File: src/rtl/alu_seq_pkg.sv
// Shared encodings for the ALU sequencer: opcodes, funcs, FSM states, flag
// positions and the coarse instruction classes used by writeback.
package alu_seq_pkg;
    localparam logic [5:0] OP_R     = 6'b000000;
    localparam logic [5:0] OP_ADDI  = 6'b001000;
    localparam logic [5:0] OP_ADDIU = 6'b001001;
    localparam logic [5:0] OP_BEQ   = 6'b000100;
    localparam logic [5:0] OP_BNE   = 6'b000101;
    localparam logic [5:0] OP_SLTI  = 6'b001010;
    localparam logic [5:0] OP_SLTIU = 6'b001011;
    localparam logic [5:0] OP_ANDI  = 6'b001100;
    localparam logic [5:0] OP_ORI   = 6'b001101;
    localparam logic [5:0] OP_XORI  = 6'b001110;
    localparam logic [5:0] OP_LW    = 6'b100011;
    localparam logic [5:0] OP_SW    = 6'b101011;

    localparam logic [5:0] F_SLL  = 6'b000000;
    localparam logic [5:0] F_SRL  = 6'b000010;
    localparam logic [5:0] F_SRA  = 6'b000011;
    localparam logic [5:0] F_SLLV = 6'b000100;
    localparam logic [5:0] F_SRLV = 6'b000110;
    localparam logic [5:0] F_SRAV = 6'b000111;
    localparam logic [5:0] F_ADD  = 6'b100000;
    localparam logic [5:0] F_ADDU = 6'b100001;
    localparam logic [5:0] F_SUB  = 6'b100010;
    localparam logic [5:0] F_SUBU = 6'b100011;
    localparam logic [5:0] F_AND  = 6'b100100;
    localparam logic [5:0] F_OR   = 6'b100101;
    localparam logic [5:0] F_XOR  = 6'b100110;
    localparam logic [5:0] F_NOR  = 6'b100111;
    localparam logic [5:0] F_SLT  = 6'b101010;
    localparam logic [5:0] F_SLTU = 6'b101011;

    localparam int ZF = 2;
    localparam int SF = 1;
    localparam int OF = 0;

    typedef enum logic [1:0] {IDLE, EXEC, MEM, WB} state_t;

    typedef enum logic [2:0] {
        C_ALU_RD, C_ALU_RT, C_SLT_RD, C_SLT_RT,
        C_BRANCH, C_LOAD, C_STORE, C_NOP
    } iclass_t;
endpackage

File: src/rtl/alu_instr_classify.sv
// Combinational decode of the instruction fields into writeback class,
// destination register index and whether signed overflow suppresses the write.
module alu_instr_classify
    import alu_seq_pkg::*;
(
    input  logic [5:0] opcode,
    input  logic [5:0] func,
    input  logic       rt_idx,
    input  logic       rd_idx,
    output iclass_t    iclass,
    output logic       dest,
    output logic       ovf_checked
);
    always_comb begin
        iclass      = C_NOP;
        ovf_checked = 1'b0;
        case (opcode)
            OP_R: begin
                case (func)
                    F_ADD, F_SUB: begin
                        iclass      = C_ALU_RD;
                        ovf_checked = 1'b1;
                    end
                    F_ADDU, F_SUBU, F_AND, F_OR, F_XOR, F_NOR,
                    F_SLL, F_SLLV, F_SRL, F_SRLV, F_SRA, F_SRAV:
                        iclass = C_ALU_RD;
                    F_SLT, F_SLTU: iclass = C_SLT_RD;
                    default: iclass = C_NOP;
                endcase
            end
            OP_ADDI: begin
                iclass      = C_ALU_RT;
                ovf_checked = 1'b1;
            end
            OP_ADDIU, OP_ANDI, OP_ORI, OP_XORI: iclass = C_ALU_RT;
            OP_SLTI, OP_SLTIU:                  iclass = C_SLT_RT;
            OP_BEQ, OP_BNE:                     iclass = C_BRANCH;
            OP_LW:                              iclass = C_LOAD;
            OP_SW:                              iclass = C_STORE;
            default:                            iclass = C_NOP;
        endcase
    end

    assign dest = (iclass == C_ALU_RD || iclass == C_SLT_RD) ? rd_idx : rt_idx;
endmodule

File: src/rtl/alu_sequencer.sv
// Multi-cycle controller owning gr0/gr1 and the PC; runs one instruction at a
// time through IDLE -> EXEC -> (MEM) -> WB against an external combinational ALU.
module alu_sequencer
    import alu_seq_pkg::*;
#(
    parameter logic [31:0] RESET_PC    = 32'h0000_0000,
    parameter logic [31:0] GR0_INIT    = 32'h0000_0000,
    parameter logic [31:0] GR1_INIT    = 32'h0000_0000,
    parameter int          MEM_TIMEOUT = 16
) (
    input  logic        clk,
    input  logic        rst_n,
    input  logic        instr_valid,
    input  logic [31:0] instr,
    output logic        instr_ready,
    output logic [31:0] alu_instr,
    output logic [31:0] alu_gr0,
    output logic [31:0] alu_gr1,
    input  logic [31:0] alu_result,
    input  logic [2:0]  alu_flags,
    output logic        mem_req,
    output logic        mem_we,
    output logic [31:0] mem_addr,
    output logic [31:0] mem_wdata,
    input  logic [31:0] mem_rdata,
    input  logic        mem_ack,
    output logic [31:0] pc,
    output logic        retire,
    output logic        ovf_exc,
    output logic        mem_err,
    output logic [31:0] gr0_q,
    output logic [31:0] gr1_q
);
    localparam logic [7:0] TIMEOUT = 8'(MEM_TIMEOUT);

    state_t      state, state_nx;
    logic [31:0] ir, res_q, rdata_q;
    logic [2:0]  flags_q;
    logic [7:0]  cnt;
    logic        timed_out;
    iclass_t     iclass;
    logic        dest, ovf_checked;
    logic        wr_en, taken, ovf_hit;
    logic [31:0] wr_data, pc_inc, br_tgt;

    alu_instr_classify u_classify (
        .opcode      (ir[31:26]),
        .func        (ir[5:0]),
        .rt_idx      (ir[16]),
        .rd_idx      (ir[11]),
        .iclass      (iclass),
        .dest        (dest),
        .ovf_checked (ovf_checked)
    );

    assign instr_ready = (state == IDLE);
    assign alu_instr   = (state == IDLE) ? 32'h0 : ir;
    assign alu_gr0     = gr0_q;
    assign alu_gr1     = gr1_q;
    assign mem_req     = (state == MEM);
    assign mem_we      = mem_req && (iclass == C_STORE);
    assign mem_addr    = res_q;
    assign mem_wdata   = ir[16] ? gr1_q : gr0_q;

    assign ovf_hit = ovf_checked && flags_q[OF];
    assign retire  = (state == WB);
    assign ovf_exc = retire && ovf_hit;
    assign mem_err = retire && timed_out;
    assign pc_inc  = pc + 32'd4;
    assign br_tgt  = pc_inc + {{14{ir[15]}}, ir[15:0], 2'b00};

    always_comb begin
        state_nx = state;
        case (state)
            IDLE: if (instr_valid) state_nx = EXEC;
            EXEC: state_nx = (iclass == C_LOAD || iclass == C_STORE) ? MEM : WB;
            MEM:  if (mem_ack || cnt == TIMEOUT) state_nx = WB;
            WB:   state_nx = IDLE;
            default: state_nx = IDLE;
        endcase
    end

    // Writeback selection; branch sense comes from opcode bit 0 (beq=0, bne=1).
    always_comb begin
        wr_en   = 1'b0;
        wr_data = res_q;
        taken   = 1'b0;
        case (iclass)
            C_ALU_RD, C_ALU_RT: wr_en = !ovf_hit;
            C_SLT_RD, C_SLT_RT: begin
                wr_en   = 1'b1;
                wr_data = {31'b0, flags_q[SF]};
            end
            C_LOAD: begin
                wr_en   = !timed_out;
                wr_data = rdata_q;
            end
            C_BRANCH: taken = ir[26] ? !flags_q[ZF] : flags_q[ZF];
            default: ;
        endcase
    end

    always_ff @(posedge clk or negedge rst_n) begin
        if (!rst_n) begin
            state     <= IDLE;
            pc        <= RESET_PC;
            gr0_q     <= GR0_INIT;
            gr1_q     <= GR1_INIT;
            ir        <= '0;
            res_q     <= '0;
            flags_q   <= '0;
            rdata_q   <= '0;
            cnt       <= '0;
            timed_out <= 1'b0;
        end else begin
            state <= state_nx;
            case (state)
                IDLE: if (instr_valid) begin
                    ir        <= instr;
                    timed_out <= 1'b0;
                end
                EXEC: begin
                    res_q   <= alu_result;
                    flags_q <= alu_flags;
                    cnt     <= 8'd1;
                end
                MEM: begin
                    if (mem_ack)             rdata_q   <= mem_rdata;
                    else if (cnt == TIMEOUT) timed_out <= 1'b1;
                    else                     cnt       <= cnt + 8'd1;
                end
                WB: begin
                    if (wr_en) begin
                        if (dest) gr1_q <= wr_data;
                        else      gr0_q <= wr_data;
                    end
                    pc <= taken ? br_tgt : pc_inc;
                end
                default: ;
            endcase
        end
    end
endmodule

File: config.mk
export PLATFORM = sky130hd
export DESIGN_NAME = alu_sequencer
export DESIGN_NICKNAME = d
export VERILOG_FILES = /design/src/rtl/alu_seq_pkg.sv /design/src/rtl/alu_instr_classify.sv /design/src/rtl/alu_sequencer.sv
export SDC_FILE = /design/constraint.sdc
export NUM_CORES = 1
export LEC_CHECK = 0
export ABC_AREA = 0
export BUFFER_PORTS_ARGS = -buffer_cell sky130_fd_sc_hd__buf_2
export CAP_MARGIN = 20
export CELL_PAD_IN_SITES_DETAIL_PLACEMENT = 2
export CELL_PAD_IN_SITES_GLOBAL_PLACEMENT = 2
export CORE_UTILIZATION = 25
export DETAILED_ROUTE_END_ITERATION = 10
export PLACE_DENSITY = 0.76
export SYNTH_ARGS = -nofsm -noshare
export SYNTH_HDL_FRONTEND = slang
export SYNTH_SLANG_ARGS = --single-unit
File: constraint.sdc
create_clock -name clk -period 4.41 [get_ports clk]
set_clock_uncertainty 0.15 [all_clocks]
set_input_delay 0.2205 -clock clk [delete_from_list [all_inputs] [get_ports clk]]
set_output_delay 0.2205 -clock clk [all_outputs]
set_load 0.02 [all_outputs]
## After elaboration in Yosys (flattened, before gate mapping)

Cells that the tools add are included.

- Register bits: 206
- Input port bits: 103
- Output and inout port bits: 262
- Logic and storage cells: 109

- Add/sub/neg operators: 3
- Eq/ne operators: 41
- Muxes and demuxes: 23
- Bitwise operators: 1
- Reduce and logical (&&, ||, !) cells: 31

Operator list:

| kind | number |
|---|---|
| two-way mux 32 bit | 3 |
| equality test 6 bit (second input constant) | 12 |
| case mux 32 bit (2 select lines) | 1 |
| equality test 6 x 4 -> 1 bit (second input constant) | 7 |
| adder 32 x 3 -> 32 bit (second input constant) | 1 |
| adder 32 bit | 1 |
| equality test 6 x 3 -> 1 bit (second input constant) | 5 |
| case mux 3 bit (6 select lines) | 1 |
| two-way mux 8 bit | 2 |
| case mux 8 bit (2 select lines) | 1 |
| OR reduction 14 bit | 1 |
| equality test 6 x 2 -> 1 bit (second input constant) | 2 |
| zero test 6 bit | 2 |
| OR reduction 2 bit | 6 |
| equality test 3 bit (second input constant) | 3 |
| AND reduction 3 bit | 3 |
| adder 8 x 1 -> 8 bit (second input constant) | 1 |
| equality test 8 x 5 -> 1 bit (second input constant) | 1 |
| two-way mux 1 bit | 8 |
| case mux 2 bit (4 select lines) | 1 |
| equality test 3 x 2 -> 1 bit (second input constant) | 2 |
| != test 2 bit (second input constant) | 3 |
| case mux 3 bit (2 select lines) | 1 |
| AND reduction 2 bit | 3 |
| 16 further kinds | 28 |

## Longest topological paths before layout

Gate-level depths: netlist (run 1).

- Word-level depth: 9
- Mapped depth: 19
- Gate-level depth less buffers: 19

## Hierarchy

Synthesis (run 1) repeated with hierarchy kept, for this count alone.

- Cell total of the unflattened synthesis: 1195
- Area, all modules: 11800.1 sq um

Modules (own cells, without submodules):

| module | instances | cells each | area each (sq um) | seq. area each (sq um) |
|---|---|---|---|---|
| alu_sequencer | 1 | 1162 | 11548.6 | 5104.9 |
| alu_instr_classify | 1 | 33 | 251.5 | 0.0 |

## Worst setup path before layout (run 1)

OpenSTA, ideal clock, no wires.

- Path type: register to register
- Start: reg pc[2]
- End: reg pc[31]
- Setup time: 0.130 ns
- Arrival time: 3.876 ns
- Data required time: 4.130 ns
- Setup slack: 0.254 ns
- Cell stages (with the launch flop): 20
- Buffers on the path: 0
- Clock period less this slack: 4.156 ns
- Cells stage by stage: dfrtp_1 > ha_1 > and2_1 > nand2_1 > nor2_1 > and3_1 > nand2_1 > nor2_1 > nand3_1 > xnor2_1 > ha_1 > a21o_1 > a221oi_1 > o21ai_0 > a21o_1 > a221o_1 > a41oi_1 > a21oi_1 > nand4b_1 > xor2_1

- Longest elaborated chain between the ends: 3

Ends and longest elaborated chain:

| what | RTL line | RTL |
|---|---|---|
| start, declared | alu_sequencer.sv:27 | `output logic [31:0] pc,` |
| start signal, assigned | alu_sequencer.sv:137 | `pc <= taken ? br_tgt : pc_inc;` |
| adder 32 x 3 -> 32 bit (*) | alu_sequencer.sv:69 | `assign pc_inc = pc + 32'd4;` |
| adder 32 bit | alu_sequencer.sv:70 | `assign br_tgt = pc_inc + {{14{ir[15]}}, ir[15:0], 2'b00};` |
| two-way mux 32 bit (*) | alu_sequencer.sv:137 |  |

Mark *: on every way between the ends. The rest lies on a longest branch, timed or not.
A chain may end at the register's enable or synchronous reset.

## Worst setup path in the final report (run 1)

- Start: reg pc[3]
- End: reg pc[30]

Same word-level chain as after synthesis.

==> results by group, run 1 <==
Status
  • Result of the run: finished, final reports clean

Global routing
  • Pin count of the biggest net entering global routing: a little under 100
  • Antenna violations before repair: 2
  • First-pass GRT wire length: 70700 µm
  • Grt ovf: 0
  • Global-route usage over all layers: 19.0%
  • Vias in the first global route: 11900

Floorplan
  • Starting Density: roughly 25%
  • Site Rows: slightly below 80
  • Die Outline Area: roughly 48000 µm²
  • Top Ports: around 370
  • Horizontal die dimension: 219 µm
  • Core ar.: about 46000 µm²
  • DIE HEIGHT: ~220 µm

Setup path
  • R2R Setup Slk: 0.21 ns
  • Worst setup SP type: flip-flop
  • Worst r2r path cells: 19
  • CP Class: flip-flop to flip-flop
  • Timing startpoint of the critical path: pc[3]$_DFFE_PN0P_
  • Data required time of the critical path: between 4 and 5 ns
  • Arrival time at the worst endpoint: 4.53 ns
  • Crit end category: flip-flop
  • Top fanout value on the critical path: 5
  • Critical path endpoint: pc[30]$_DFFE_PN0P_
  • Worst R2R Start: pc[3]$_DFFE_PN0P_
  • Reg-to-reg endpoint: pc[30]$_DFFE_PN0P_

STA
  • Actual slew at the worst max-slew pin: between 0.8 and 0.9 ns
  • Final number of max-transition violations: 0
  • Highest clock frequency the design can meet: 0.238 GHz
  • Worst setup margin: ~0.21 ns
  • Final count of negative-setup-slack endpoints: 0
  • Worst max-slew margin expressed relative to the limit: between 40% and 50%
  • Worst hold slack: roughly 0.17 ns
  • Number of hold violations in the final report: 0
  • Time the worst path needs with I/O delays and setup: approximately 4.2 ns
  • Final clock period utilization by the worst path: between 90% and 100%

Synth
  • Unique cell type count in the Yosys netlist: 62
  • Post-synthesis cell area: about 12000 µm²
  • Top cell type by total area after synthesis: sky130_fd_sc_hd__dfrtp_1
  • Most used flip-flop cell after synthesis: sky130_fd_sc_hd__dfrtp_1
  • Sequential fraction of the synthesis area: a little over two fifths
  • Count of flip-flops with a built-in enable after synthesis: 0
  • Asr flop ratio synth: 100%
  • Synth top area share: approximately 43%
  • Flop and latch count out of synthesis: 204
  • Cell types with the largest area share after synthesis: sky130_fd_sc_hd__dfrtp_1, sky130_fd_sc_hd__mux2_2, sky130_fd_sc_hd__buf_4, sky130_fd_sc_hd__ha_1, sky130_fd_sc_hd__nand2_1
  • Yosys warns: 0
  • Synth Instances: 1132
  • Synthesized area per cell: between 10 and 15 µm²

Drt
  • Starting DRT DRC Count: ~420
  • # DRC: 0
  • Vias post-DR: 10400
  • WL/cell: between 20 and 25 µm
  • Via-per-instance ratio: around 4.8
  • Final wirelength: between 40000 and 50000 µm
  • First-pass detailed-route iteration total: 6
  • Remaining number of nets flagged by the antenna check after routing: 0

Power and ir drop
  • Total power density per cell area: between 800 and 900 nW/µm²
  • Total chip power: approximately 14 mW
  • Worst ir drop on vdd: about 390 µV
  • Static Leakage: approximately 7.4 nW

Cells and area
  • Post-route core utilization: around a third
  • Count of fill cells added during filler insertion: between 5000 and 6000
  • Fraction of layout instances using a drive strength above 1: 41.7%
  • Layout area overhead: 35.2%
  • Most frequent standard cell in the layout excluding fill and tap cells: sky130_fd_sc_hd__buf_2
  • Net count of the finished layout: roughly 1700
  • Final Instance Count excl. Fillers: around 2200
  • Most frequent cells in the layout: sky130_fd_sc_hd__buf_2, sky130_fd_sc_hd__dfrtp_1, sky130_fd_sc_hd__mux2_2, sky130_fd_sc_hd__nand2_1, sky130_fd_sc_hd__dlygate4sd3_1

Clock network
  • CTS max path bufs: 3
  • Clk_lat worst skew: 0.56 ns
  • Root Driver: sky130_fd_sc_hd__clkbuf_16
  • TritonCTS clock tree: built
  • Clock-pin slew on the worst setup and hold paths: about 0.060 ns
  • Num CTS Buffers: 26
  • TritonCTS sink count: roughly 200
  • Number of levels in the clock H-tree: 1

Placed design
  • Final HPWL from detailed placement: around 30000 µm
  • Post-place setup slack: -0.181 ns
  • Weighted congestion at the end of routability-driven global placement: just under 0.8
  • Quantity of I/O buffers inserted on ports: between 300 and 400
  • Placed instance count: between 2000 and 2500

Run
  • Count of maximum capacitance violations: 0

Worst hold path
  • Classification of the worst-slack hold path: primary input to asynchronous set/reset pin
[metal layers]
metal	vias up	share of wire (%)	GRT usage, %
met2	324	51	34.7
met3	79	4.2	3.06
met4	2	2.8	5.69
met5	-	0.032	0
met1	5268	42	22.6
li1	4717	-	-
[worst min path at each step]
stage	end	slack [ns]	cells after the start
4_1_cts	pc[8]$_DFFE_PN0P_	0.18	2
3_3_place_gp	pc[5]$_DFFE_PN0P_	0.19	1
6_report	pc[3]$_DFFE_PN0P_	0.17	2
5_1_grt	ir[8]$_DFFE_PN0P_	0.21	2
3_5_place_dp	pc[5]$_DFFE_PN0P_	0.19	1
2_1_floorplan	alu_gr0[0]$_DFFE_PN0P_	-0.23	0
[flip-flops by register name, summed over array words and instances, names as in the netlist, 2 cells and up]
name	count
alu_gr0	32
alu_gr1	32
cnt	8
flags_q	3
ir	32
mem_addr	32
pc	30
rdata_q	32
state	2
[critical path: stages, from the launching register on]
cell	delay (ns)
sky130_fd_sc_hd__dfrtp_1	0.38
sky130_fd_sc_hd__ha_2	0.22
sky130_fd_sc_hd__and2_4	0.17
sky130_fd_sc_hd__nand2_1	0.06
sky130_fd_sc_hd__nor2_2	0.17
sky130_fd_sc_hd__and3_1	0.22
sky130_fd_sc_hd__nand2_1	0.14
sky130_fd_sc_hd__nor2_4	0.18
sky130_fd_sc_hd__nand3_1	0.14
sky130_fd_sc_hd__xnor2_2	0.26
sky130_fd_sc_hd__ha_4	0.26
sky130_fd_sc_hd__or3_1	0.37
sky130_fd_sc_hd__o21ai_1	0.12
sky130_fd_sc_hd__o21ai_0	0.10
sky130_fd_sc_hd__o21ai_1	0.16
sky130_fd_sc_hd__a21oi_1	0.12
sky130_fd_sc_hd__a21o_1	0.21
sky130_fd_sc_hd__a41oi_1	0.22
sky130_fd_sc_hd__mux2_2	0.35
sky130_fd_sc_hd__a21oi_1	0.13
[kinds of logic after synthesis]
kind of cell,count (synthesis),share of synthesized area (%)
compound gates,198,10.4
xor+xnor,57,4.24
fa+ha+maj,37,4.00
buf+inv,139,6.59
flops,204,43.4
mux,203,19.3
other cells,1,0.0319
simple gates,293,12.0
[cells in the mapped netlist, types with 6 or more instances]
library cell,count
sky130_fd_sc_hd__nor3_1,8
sky130_fd_sc_hd__o21ai_0,65
sky130_fd_sc_hd__nor2b_1,34
sky130_fd_sc_hd__and2_1,7
sky130_fd_sc_hd__mux2i_1,8
sky130_fd_sc_hd__a21o_1,20
sky130_fd_sc_hd__nand2_1,111
sky130_fd_sc_hd__nand3_1,21
sky130_fd_sc_hd__buf_4,66
sky130_fd_sc_hd__nor2_1,60
sky130_fd_sc_hd__xnor2_1,39
sky130_fd_sc_hd__a21oi_1,52
sky130_fd_sc_hd__xor2_1,18
sky130_fd_sc_hd__and3_1,14
sky130_fd_sc_hd__inv_1,19
sky130_fd_sc_hd__nand2b_1,6
sky130_fd_sc_hd__clkbuf_1,36
sky130_fd_sc_hd__mux2_2,192
sky130_fd_sc_hd__a22o_1,8
sky130_fd_sc_hd__buf_1,13
sky130_fd_sc_hd__nand4_1,8
sky130_fd_sc_hd__dfrtp_1,204
sky130_fd_sc_hd__ha_1,36
[metrics by stage]
stage | cell area, µm² | TNS (ns)
global route | 15900 | -0.125
global placement | 13900 | 0
floorplan | 11800 | 0
detailed placement | 13900 | -0.273
CTS | 15800 | 0
finish | 15900 | 0
[cell type report]
cell class	count	area (µm²)	area share [%]
multi-input combinational	790	5990	37.6
timing repair buffer	492	3090	19.4
sequential	204	5110	32.1
inverter	19	71.3	0.448
clock inverter	11	136	0.857
tap	607	759	4.77
antenna	1	2.50	0.0157
clock buffer	37	752	4.73
[timing repair]
action,CTS,global route
hold buffers,103,0
gates resized for setup,3,11
buffers inserted,0,3
cloned,0,0
setup endpoints to repair,3,8
hold endpoints to repair,197,0
pin swaps,0,5
[power by group]
group	leakage (nW)	total [mW]	internal (mW)	switching, mW
Clock	0.437	2.23	1.31	0.915
Combinational	4.57	8.04	3.26	4.77
Sequential	2.44	3.86	2.74	1.11
Total	7.44	14.1	7.32	6.80
Note: power is estimated with default switching activity, not from simulation.
==> inputs of run 2 (changes only) <==
--- a/config.mk
+++ b/config.mk
@@ -7,12 +7,12 @@
 export LEC_CHECK = 0
 export ABC_AREA = 0
 export BUFFER_PORTS_ARGS = -buffer_cell sky130_fd_sc_hd__buf_2
-export CAP_MARGIN = 20
 export CELL_PAD_IN_SITES_DETAIL_PLACEMENT = 2
 export CELL_PAD_IN_SITES_GLOBAL_PLACEMENT = 2
-export CORE_UTILIZATION = 25
+export CORE_UTILIZATION = 32
 export DETAILED_ROUTE_END_ITERATION = 10
-export PLACE_DENSITY = 0.76
+export PLACE_DENSITY = 0.91
+export RECOVER_POWER = 25
 export SYNTH_ARGS = -nofsm -noshare
 export SYNTH_HDL_FRONTEND = slang
 export SYNTH_SLANG_ARGS = --single-unit
==> run 2 against run 1 <==
The flow now finishes with violations (max-capacitance violations, max-slew violations). Sequential power rose by 5%. Critical path depth did not move. Clock power rose by 7%. Utilization rose by 9.5 points. Sequential share of layout area rose by 0.42 points. Largest cell class unchanged.
==> results by group, run 2 (synthesis results as in run 1) <==
Drt
  • First-pass detailed-route iteration total: 5 (-1)
  • Via-per-instance ratio: 5.45 (+13%)
  • Met2 routed wirelength: 28600 µm (+20%)
  • # DRC: 0 (unchanged)
  • M1 wire length: 20300 µm (+3.8%)
  • Remaining number of nets flagged by the antenna check after routing: 0 (unchanged)
  • WL/cell: 27.3 µm (+27%)
  • Vias post-DR: 11000 (+5.7%)
  • Top layer reached by signal wires: met4
  • Final wirelength: 55100 µm (+18%)
  • Starting DRT DRC Count: 426 (+1.2%)
  • Met3 Wirelength: 2680 µm (+38%)

Power and ir drop
  • Total chip power: 14.9 mW (+5.8%)
  • Static Leakage: 7.39 nW (-0.64%)
  • Total power density per cell area: 951 nW/µm² (+7.1%)
  • Worst ir drop on vdd: 507 µV (+32%)

Clock network
  • TritonCTS clock tree: built
  • Num CTS Buffers: 26 (unchanged)
  • TritonCTS sink count: 204 (unchanged)
  • Number of levels in the clock H-tree: 1 (unchanged)
  • Root Driver: sky130_fd_sc_hd__clkbuf_16
  • Clock-pin slew on the worst setup and hold paths: 0.06 ns (about the same)
  • Clk_lat worst skew: 0.57 ns (about the same)
  • CTS max path bufs: 3 (unchanged)

Floorplan
  • Top Ports: 365 (unchanged)
  • Core ar.: 35900 µm² (-23%)
  • Die Outline Area: 37500 µm² (-22%)
  • DIE HEIGHT: 194 µm (-12%)
  • Site Rows: 69 (-13%)
  • Horizontal die dimension: 194 µm (-12%)
  • Starting Density: 32.8% (+7.4 points)

Worst hold path
  • Classification of the worst-slack hold path: primary input to flip-flop

Setup path
  • Crit end category: flip-flop
  • Cell breakdown of the critical path: ha_4 > and2_4 > nand2_1 > nor2_2 > and3_1 > nand2_1 > nor2_4 > nand3_1 > xnor2_2 > ha_4 > or3_1 > o21ai_0 > o21ai_0 > o21ai_1 > a21oi_1 > a21o_1 > a41oi_1 > mux2_2 > a21oi_2
  • Crit path max-delay cell type: sky130_fd_sc_hd__dfrtp_1
  • Worst R2R Start: pc[3]$_DFFE_PN0P_
  • Data required time of the critical path: 4.74 ns (about the same)
  • Top fanout value on the critical path: 5 (unchanged)
  • Critical path endpoint: pc[30]$_DFFE_PN0P_
  • Arrival time at the worst endpoint: 4.56 ns (+0.03 ns)
  • Reg-to-reg endpoint: pc[30]$_DFFE_PN0P_
  • Worst Path Buf+Inv: 0 (unchanged)
  • CP Class: flip-flop to flip-flop
  • Largest delay contributor family on the critical path: simple AND/OR/NAND/NOR gates
  • Stage delay of the slowest cell on the critical path: 0.41 ns (+0.03 ns)
  • Worst r2r path cells: 19 (unchanged)
  • Worst setup SP type: flip-flop
  • CP Depth: 19 (unchanged)
  • Timing startpoint of the critical path: pc[3]$_DFFE_PN0P_
  • R2R Setup Slk: 0.18 ns (-0.03 ns)

Global routing
  • Vias in the first global route: 12600 (+6.4%)
  • Pin count of the biggest net entering global routing: 87 (-10%)
  • Global-route usage over all layers: 28.5% (+9.5 points)
  • Antenna violations before repair: 4 (+2)
  • Grt ovf: 0 (unchanged)
  • First-pass GRT wire length: 81800 µm (+16%)

Cells and area
  • Net count of the finished layout: 1670 (-0.18%)
  • Most frequent standard cell in the layout excluding fill and tap cells: sky130_fd_sc_hd__buf_2
  • Fraction of layout instances using a drive strength above 1: 40.6% (-1.1 points)
  • Most frequent cells in the layout: sky130_fd_sc_hd__buf_2, sky130_fd_sc_hd__dfrtp_1, sky130_fd_sc_hd__mux2_2, sky130_fd_sc_hd__nand2_1, sky130_fd_sc_hd__dlygate4sd3_1
  • Post-route core utilization: 43.7% (+9.5 points)
  • Layout area overhead: 33.5%

STA
  • Number of hold violations in the final report: 0 (unchanged)
  • Time the worst path needs with I/O delays and setup: 4.23 ns (+0.0307 ns)
  • Final number of max-transition violations: 87 (+87)
  • Final clock period utilization by the worst path: 95.9% (+0.70 points)
  • Highest clock frequency the design can meet: 0.236 GHz (-0.73%)
  • Final count of negative-setup-slack endpoints: 0 (unchanged)
  • Total negative setup slack: 0 ns (unchanged)
  • Actual slew at the worst max-slew pin: 2.39 ns (+1.50 ns)
  • Worst hold slack: 0.278 ns (+0.111 ns)
  • Worst max-slew margin expressed relative to the limit: -59.6% (-100 points)
  • Worst setup margin: 0.180 ns (-0.0307 ns)

Placed design
  • Final HPWL from detailed placement: 32400 µm (+6.8%)
  • Post-place setup slack: -0.0449 ns (+0.136 ns)
  • Quantity of I/O buffers inserted on ports: 362 (unchanged)
  • Weighted congestion at the end of routability-driven global placement: 0.885 (+12%)

Status
  • Result of the run: finished with violations
  • Failing checks: max-capacitance violations, max-slew violations

Run
  • Count of maximum capacitance violations: 1 (+1)
## run 2: cell count changes in the layout (fill, tap and decap cells not counted), moves of 2 or more
cell	change
sky130_fd_sc_hd__ha_2	-2
sky130_fd_sc_hd__nor2_1	-2
sky130_fd_sc_hd__diode_2	+3
sky130_fd_sc_hd__bufinv_16	+2
sky130_fd_sc_hd__buf_2	-17
sky130_fd_sc_hd__buf_12	-3
sky130_fd_sc_hd__clkbuf_1	+17
## run 2: metal layers
layer	global-route usage, %	vias to the layer above
li1	-	4702
met1	30.5	5677
met2	52.1	437
met3	5.29	170
met4	17.5	0
met5	0	-
## run 2: what timing repair did
| action | 4_1_cts | 5_1_grt |
|---|---|---|
| gates resized for setup | 1 | 20 |
| pin swaps | 0 | 3 |
| gates cloned | 0 | 0 |
| setup endpoints to repair | 2 | 8 |
| hold endpoints to repair | 187 | 0 |
| hold buffers | 103 | 0 |
| setup buffers | 0 | 5 |
## run 2: worst min path at each step
stage,from,to,slack [ns],cells after the start
2_1_floorplan,rst_n,alu_gr0[0]$_DFFE_PN0P_,-0.23,0
3_3_place_gp,rst_n,ir[9]$_DFFE_PN0P_,0.17,1
3_5_place_dp,rst_n,ir[9]$_DFFE_PN0P_,0.18,1
4_1_cts,rst_n,ir[9]$_DFFE_PN0P_,0.17,2
5_1_grt,mem_rdata[30],rdata_q[30]$_DFFE_PN0P_,0.27,3
6_report,mem_rdata[30],rdata_q[30]$_DFFE_PN0P_,0.28,3
## run 2: worst reg2reg max path, stage by stage, from the launching register on
cell                      delay (ns)
sky130_fd_sc_hd__dfrtp_1        0.41
sky130_fd_sc_hd__ha_4           0.17
sky130_fd_sc_hd__and2_4         0.16
sky130_fd_sc_hd__nand2_1        0.07
sky130_fd_sc_hd__nor2_2         0.13
sky130_fd_sc_hd__and3_1         0.20
sky130_fd_sc_hd__nand2_1        0.13
sky130_fd_sc_hd__nor2_4         0.15
sky130_fd_sc_hd__nand3_1        0.13
sky130_fd_sc_hd__xnor2_2        0.27
sky130_fd_sc_hd__ha_4           0.26
sky130_fd_sc_hd__or3_1          0.38
sky130_fd_sc_hd__o21ai_0        0.12
sky130_fd_sc_hd__o21ai_0        0.11
sky130_fd_sc_hd__o21ai_1        0.22
sky130_fd_sc_hd__a21oi_1        0.14
sky130_fd_sc_hd__a21o_1         0.22
sky130_fd_sc_hd__a41oi_1        0.22
sky130_fd_sc_hd__mux2_2         0.37
sky130_fd_sc_hd__a21oi_2        0.14
## run 2: layout make-up
| cell class | count | area (µm²) |
|---|---|---|
| fillers | 3749 | 20200 |
| multi-input cells | 790 | 6000 |
| flip-flops and latches | 204 | 5110 |
| repair buffers | 489 | 3000 |
| clock buffers | 37 | 752 |
| well taps | 461 | 577 |
| clock inverters | 11 | 184 |
| inverters | 19 | 71.3 |
| diodes | 4 | 10.0 |
## run 2: per-stage QoR
stage,instances,area (µm²)
2_1_floorplan,1133,11800
3_3_place_gp,1855,13600
3_5_place_dp,1855,13600
4_1_cts,2006,15600
5_1_grt,2015,15700
6_report,2015,15700
## run 2: power by group
part           switching (mW)  total (mW)  internal [mW]
Clock                   0.956        2.38           1.43
Sequential               1.30        4.04           2.74
Combinational            5.25        8.51           3.26
Total                    7.50        14.9           7.43
==> inputs of run 3 (changes only) <==
--- a/config.mk
+++ b/config.mk
@@ -9,8 +9,10 @@
 export BUFFER_PORTS_ARGS = -buffer_cell sky130_fd_sc_hd__buf_2
 export CELL_PAD_IN_SITES_DETAIL_PLACEMENT = 2
 export CELL_PAD_IN_SITES_GLOBAL_PLACEMENT = 2
+export CORE_MARGIN = 5
 export CORE_UTILIZATION = 32
 export DETAILED_ROUTE_END_ITERATION = 10
+export GPL_TIMING_DRIVEN = 0
 export PLACE_DENSITY = 0.91
 export RECOVER_POWER = 25
 export SYNTH_ARGS = -nofsm -noshare
==> run 3 against run 2 <==
The run ends with max-capacitance violations, max-slew violations, negative setup slack left. Sequential power barely moved. Worst setup slack worse by 0.25 ns. Highest routed layer unchanged. Clock power down 9.2%. Largest cell class unchanged. Wire length is 16% higher. Die area increased by 8.4%. Combinational power is 9.5% higher. Power rose by 4.0%. First-iteration DRC count rose by 39%. Maximum frequency fell by 5.6%. Sequential share of layout area is 1.1 points lower. Design area rose by 3.8%.
==> results by group, run 3 (synthesis results as in run 1) <==
Clock network
  • Root Driver: sky130_fd_sc_hd__clkbuf_16
  • TritonCTS clock tree: built
  • Num CTS Buffers: 25 (-3.8%)
  • TritonCTS sink count: 204 (unchanged)
  • Clk_lat worst skew: 0.56 ns (about the same)
  • CTS max path bufs: 3 (unchanged)
  • Clock-pin slew on the worst setup and hold paths: 0.06 ns (about the same)
  • Number of levels in the clock H-tree: 1 (unchanged)

Global routing
  • Global-route usage over all layers: 29.4% (+0.89 points)
  • Antenna violations before repair: 0 (-4)
  • Grt ovf: 0 (unchanged)
  • Pin count of the biggest net entering global routing: 88 (+1.1%)
  • Vias in the first global route: 13600 (+7.8%)
  • First-pass GRT wire length: 91800 µm (+12%)

Cells and area
  • Post-route core utilization: 44.7% (+1.0 points)
  • Fraction of layout instances using a drive strength above 1: 40.3% (-0.37 points)
  • Final Instance Count excl. Fillers: 2130 (+5.7%)
  • Most frequent cells in the layout: sky130_fd_sc_hd__buf_2, sky130_fd_sc_hd__dfrtp_1, sky130_fd_sc_hd__mux2_2, sky130_fd_sc_hd__nand2_1, sky130_fd_sc_hd__dlygate4sd3_1
  • Net count of the finished layout: 1783 (+6.8%)
  • Layout area overhead: 38.5%
  • Most frequent standard cell in the layout excluding fill and tap cells: sky130_fd_sc_hd__buf_2

Setup path
  • Arrival time at the worst endpoint: 4.75 ns (+0.19 ns)
  • Worst Path Buf+Inv: 1 (+1)
  • Cell breakdown of the critical path: buf_4 > nand3_2 > nor2_4 > and2_1 > nand2_1 > xnor2_1 > ha_1 > a21oi_1 > o21ai_1 > o21a_1 > a211o_1 > a21o_1 > a221o_1 > a41oi_2 > a21oi_1 > nand4b_1 > xor2_1
  • Largest delay contributor family on the critical path: compound AO/OA/AOI/OAI gates
  • Crit end category: flip-flop
  • Top fanout value on the critical path: 4 (-1)
  • Data required time of the critical path: 4.68 ns (-0.06 ns)
  • Worst path most repeated cell: sky130_fd_sc_hd__a21oi_1
  • Crit path max-delay cell type: sky130_fd_sc_hd__dfrtp_2
  • Stage delay of the slowest cell on the critical path: 0.38 ns (-0.03 ns)
  • Worst setup SP type: flip-flop
  • CP Class: flip-flop to flip-flop

Placed design
  • Weighted congestion at the end of routability-driven global placement: 0.831 (-6.1%)
  • Quantity of I/O buffers inserted on ports: 362 (unchanged)
  • Post-place setup slack: -0.673 ns (-0.628 ns)
  • Placed instance count: 1965 (+5.9%)
  • Final HPWL from detailed placement: 38400 µm (+19%)

Worst hold path
  • Classification of the worst-slack hold path: primary input to flip-flop

Drt
  • Via-per-instance ratio: 5.50 (+0.88%)
  • # DRC: 0 (unchanged)
  • Vias post-DR: 11700 (+6.6%)
  • Final wirelength: 63900 µm (+16%)
  • Starting DRT DRC Count: 592 (+39%)
  • First-pass detailed-route iteration total: 5 (unchanged)
  • WL/cell: 30.0 µm (+9.7%)
  • Remaining number of nets flagged by the antenna check after routing: 0 (unchanged)

STA
  • Number of hold violations in the final report: 0 (unchanged)
  • Worst hold slack: 0.301 ns (+0.0228 ns)
  • Worst max-slew margin expressed relative to the limit: -121% (-62 points)
  • Time the worst path needs with I/O delays and setup: 4.48 ns (+0.251 ns)
  • Final number of max-transition violations: 53 (-39%)
  • Worst setup margin: -0.0708 ns (-0.251 ns)
  • Final clock period utilization by the worst path: 102% (+5.7 points)
  • Total negative setup slack: -0.0708 ns (-0.0708 ns)
  • Actual slew at the worst max-slew pin: 3.32 ns (+0.927 ns)
  • Final count of negative-setup-slack endpoints: 1 (+1)
  • Highest clock frequency the design can meet: 0.223 GHz (-5.6%)

Floorplan
  • Top Ports: 365 (unchanged)
  • Core ar.: 36400 µm² (+1.4%)
  • Die Outline Area: 40700 µm² (+8.4%)
  • Horizontal die dimension: 202 µm (+4.1%)
  • Starting Density: 32.3% (-0.47 points)
  • Site Rows: 70 (+1.4%)
  • DIE HEIGHT: 202 µm (+4.1%)

Power and ir drop
  • Total power density per cell area: 952 nW/µm² (+0.19%)
  • Worst ir drop on vdd: 455 µV (-10%)
  • Static Leakage: 7.64 nW (+3.3%)

Status
  • Failing checks: max-capacitance violations, max-slew violations, negative setup slack
  • Result of the run: finished with violations

Run
  • Count of maximum capacitance violations: 1 (unchanged)
run 3: cell types whose count changed in the layout (fill, tap and decap cells not counted), sizes merged, moves of 2 or more:
cell / delta
bufinv: -3
diode: -3
clkbuf: +65
clkinvlp: +2
buf: +51
clkinv: -4
run 3: area by class of cell:
| class | count | area [µm²] |
|---|---|---|
| diodes | 1 | 2.50 |
| plain buffers | 119 | 701 |
| clock buffers | 38 | 734 |
| clock inverters | 7 | 80.1 |
| fillers | 3807 | 20100 |
| inverters | 19 | 71.3 |
| multi-input cells | 790 | 6050 |
| flip-flops and latches | 204 | 5110 |
| well taps | 468 | 586 |
| repair buffers | 484 | 2960 |
run 3: worst reg2reg max path, cell delays in order, from the launching register on:
cell	delay, ns
sky130_fd_sc_hd__dfrtp_2	0.38
sky130_fd_sc_hd__buf_4	0.13
sky130_fd_sc_hd__nand3_2	0.15
sky130_fd_sc_hd__nor2_4	0.19
sky130_fd_sc_hd__and2_1	0.22
sky130_fd_sc_hd__nand2_1	0.10
sky130_fd_sc_hd__xnor2_1	0.29
sky130_fd_sc_hd__ha_1	0.35
sky130_fd_sc_hd__a21oi_1	0.23
sky130_fd_sc_hd__o21ai_1	0.13
sky130_fd_sc_hd__o21a_1	0.22
sky130_fd_sc_hd__a211o_1	0.33
sky130_fd_sc_hd__a21o_1	0.27
sky130_fd_sc_hd__a221o_1	0.38
sky130_fd_sc_hd__a41oi_2	0.27
sky130_fd_sc_hd__a21oi_1	0.07
sky130_fd_sc_hd__nand4b_1	0.27
sky130_fd_sc_hd__xor2_1	0.22
run 3: path summary, 6_finish.rpt:
kind / from / endpoint / slack [ns] / depth (start not counted)
setup / recovery: pc[3]$_DFFE_PN0P_ / pc[31]$_DFFE_PN0P_ / -0.07 / 17
hold / removal: instr[2] / ir[2]$_DFFE_PN0P_ / 0.30 / 3
setup reg to reg: pc[3]$_DFFE_PN0P_ / pc[31]$_DFFE_PN0P_ / -0.07 / 17
hold reg to reg: pc[31]$_DFFE_PN0P_ / pc[31]$_DFFE_PN0P_ / 0.35 / 1
max in group asynchronous: rst_n / pc[9]$_DFFE_PN0P_ / 0.82 / 2
min in group asynchronous: rst_n / pc[11]$_DFFE_PN0P_ / 1.16 / 2
run 3: per-stage QoR:
step / cell area, µm² / power [mW]
5_1_grt: 16300 / 16.2
3_5_place_dp: 14200 / 12.3
4_1_cts: 16200 / 14.8
2_1_floorplan: 11800 / 9.17
3_3_place_gp: 14200 / 11.8
6_report: 16300 / 15.5
run 3: timing repair:
action,4_1_cts,5_1_grt
resized for setup,16,26
endpoints found under the setup margin,10,6
buffers inserted,4,14
pin swaps,3,16
hold endpoints to repair,219,0
hold buffers,102,0
run 3: report_power, final:
group	total (mW)	internal, mW	switching [mW]
Clock	2.16	1.21	0.949
Sequential	4.04	2.75	1.29
Combinational	9.32	3.64	5.68
run 3: per-layer routing:
metal,GRT usage [%],vias to the layer above,wire [µm]
met3,6.20,207,3690
met1,31.1,6015,22600
met5,0,-,0
met2,55.4,567,33800
met4,14.1,0,3810
li1,-,4926,-
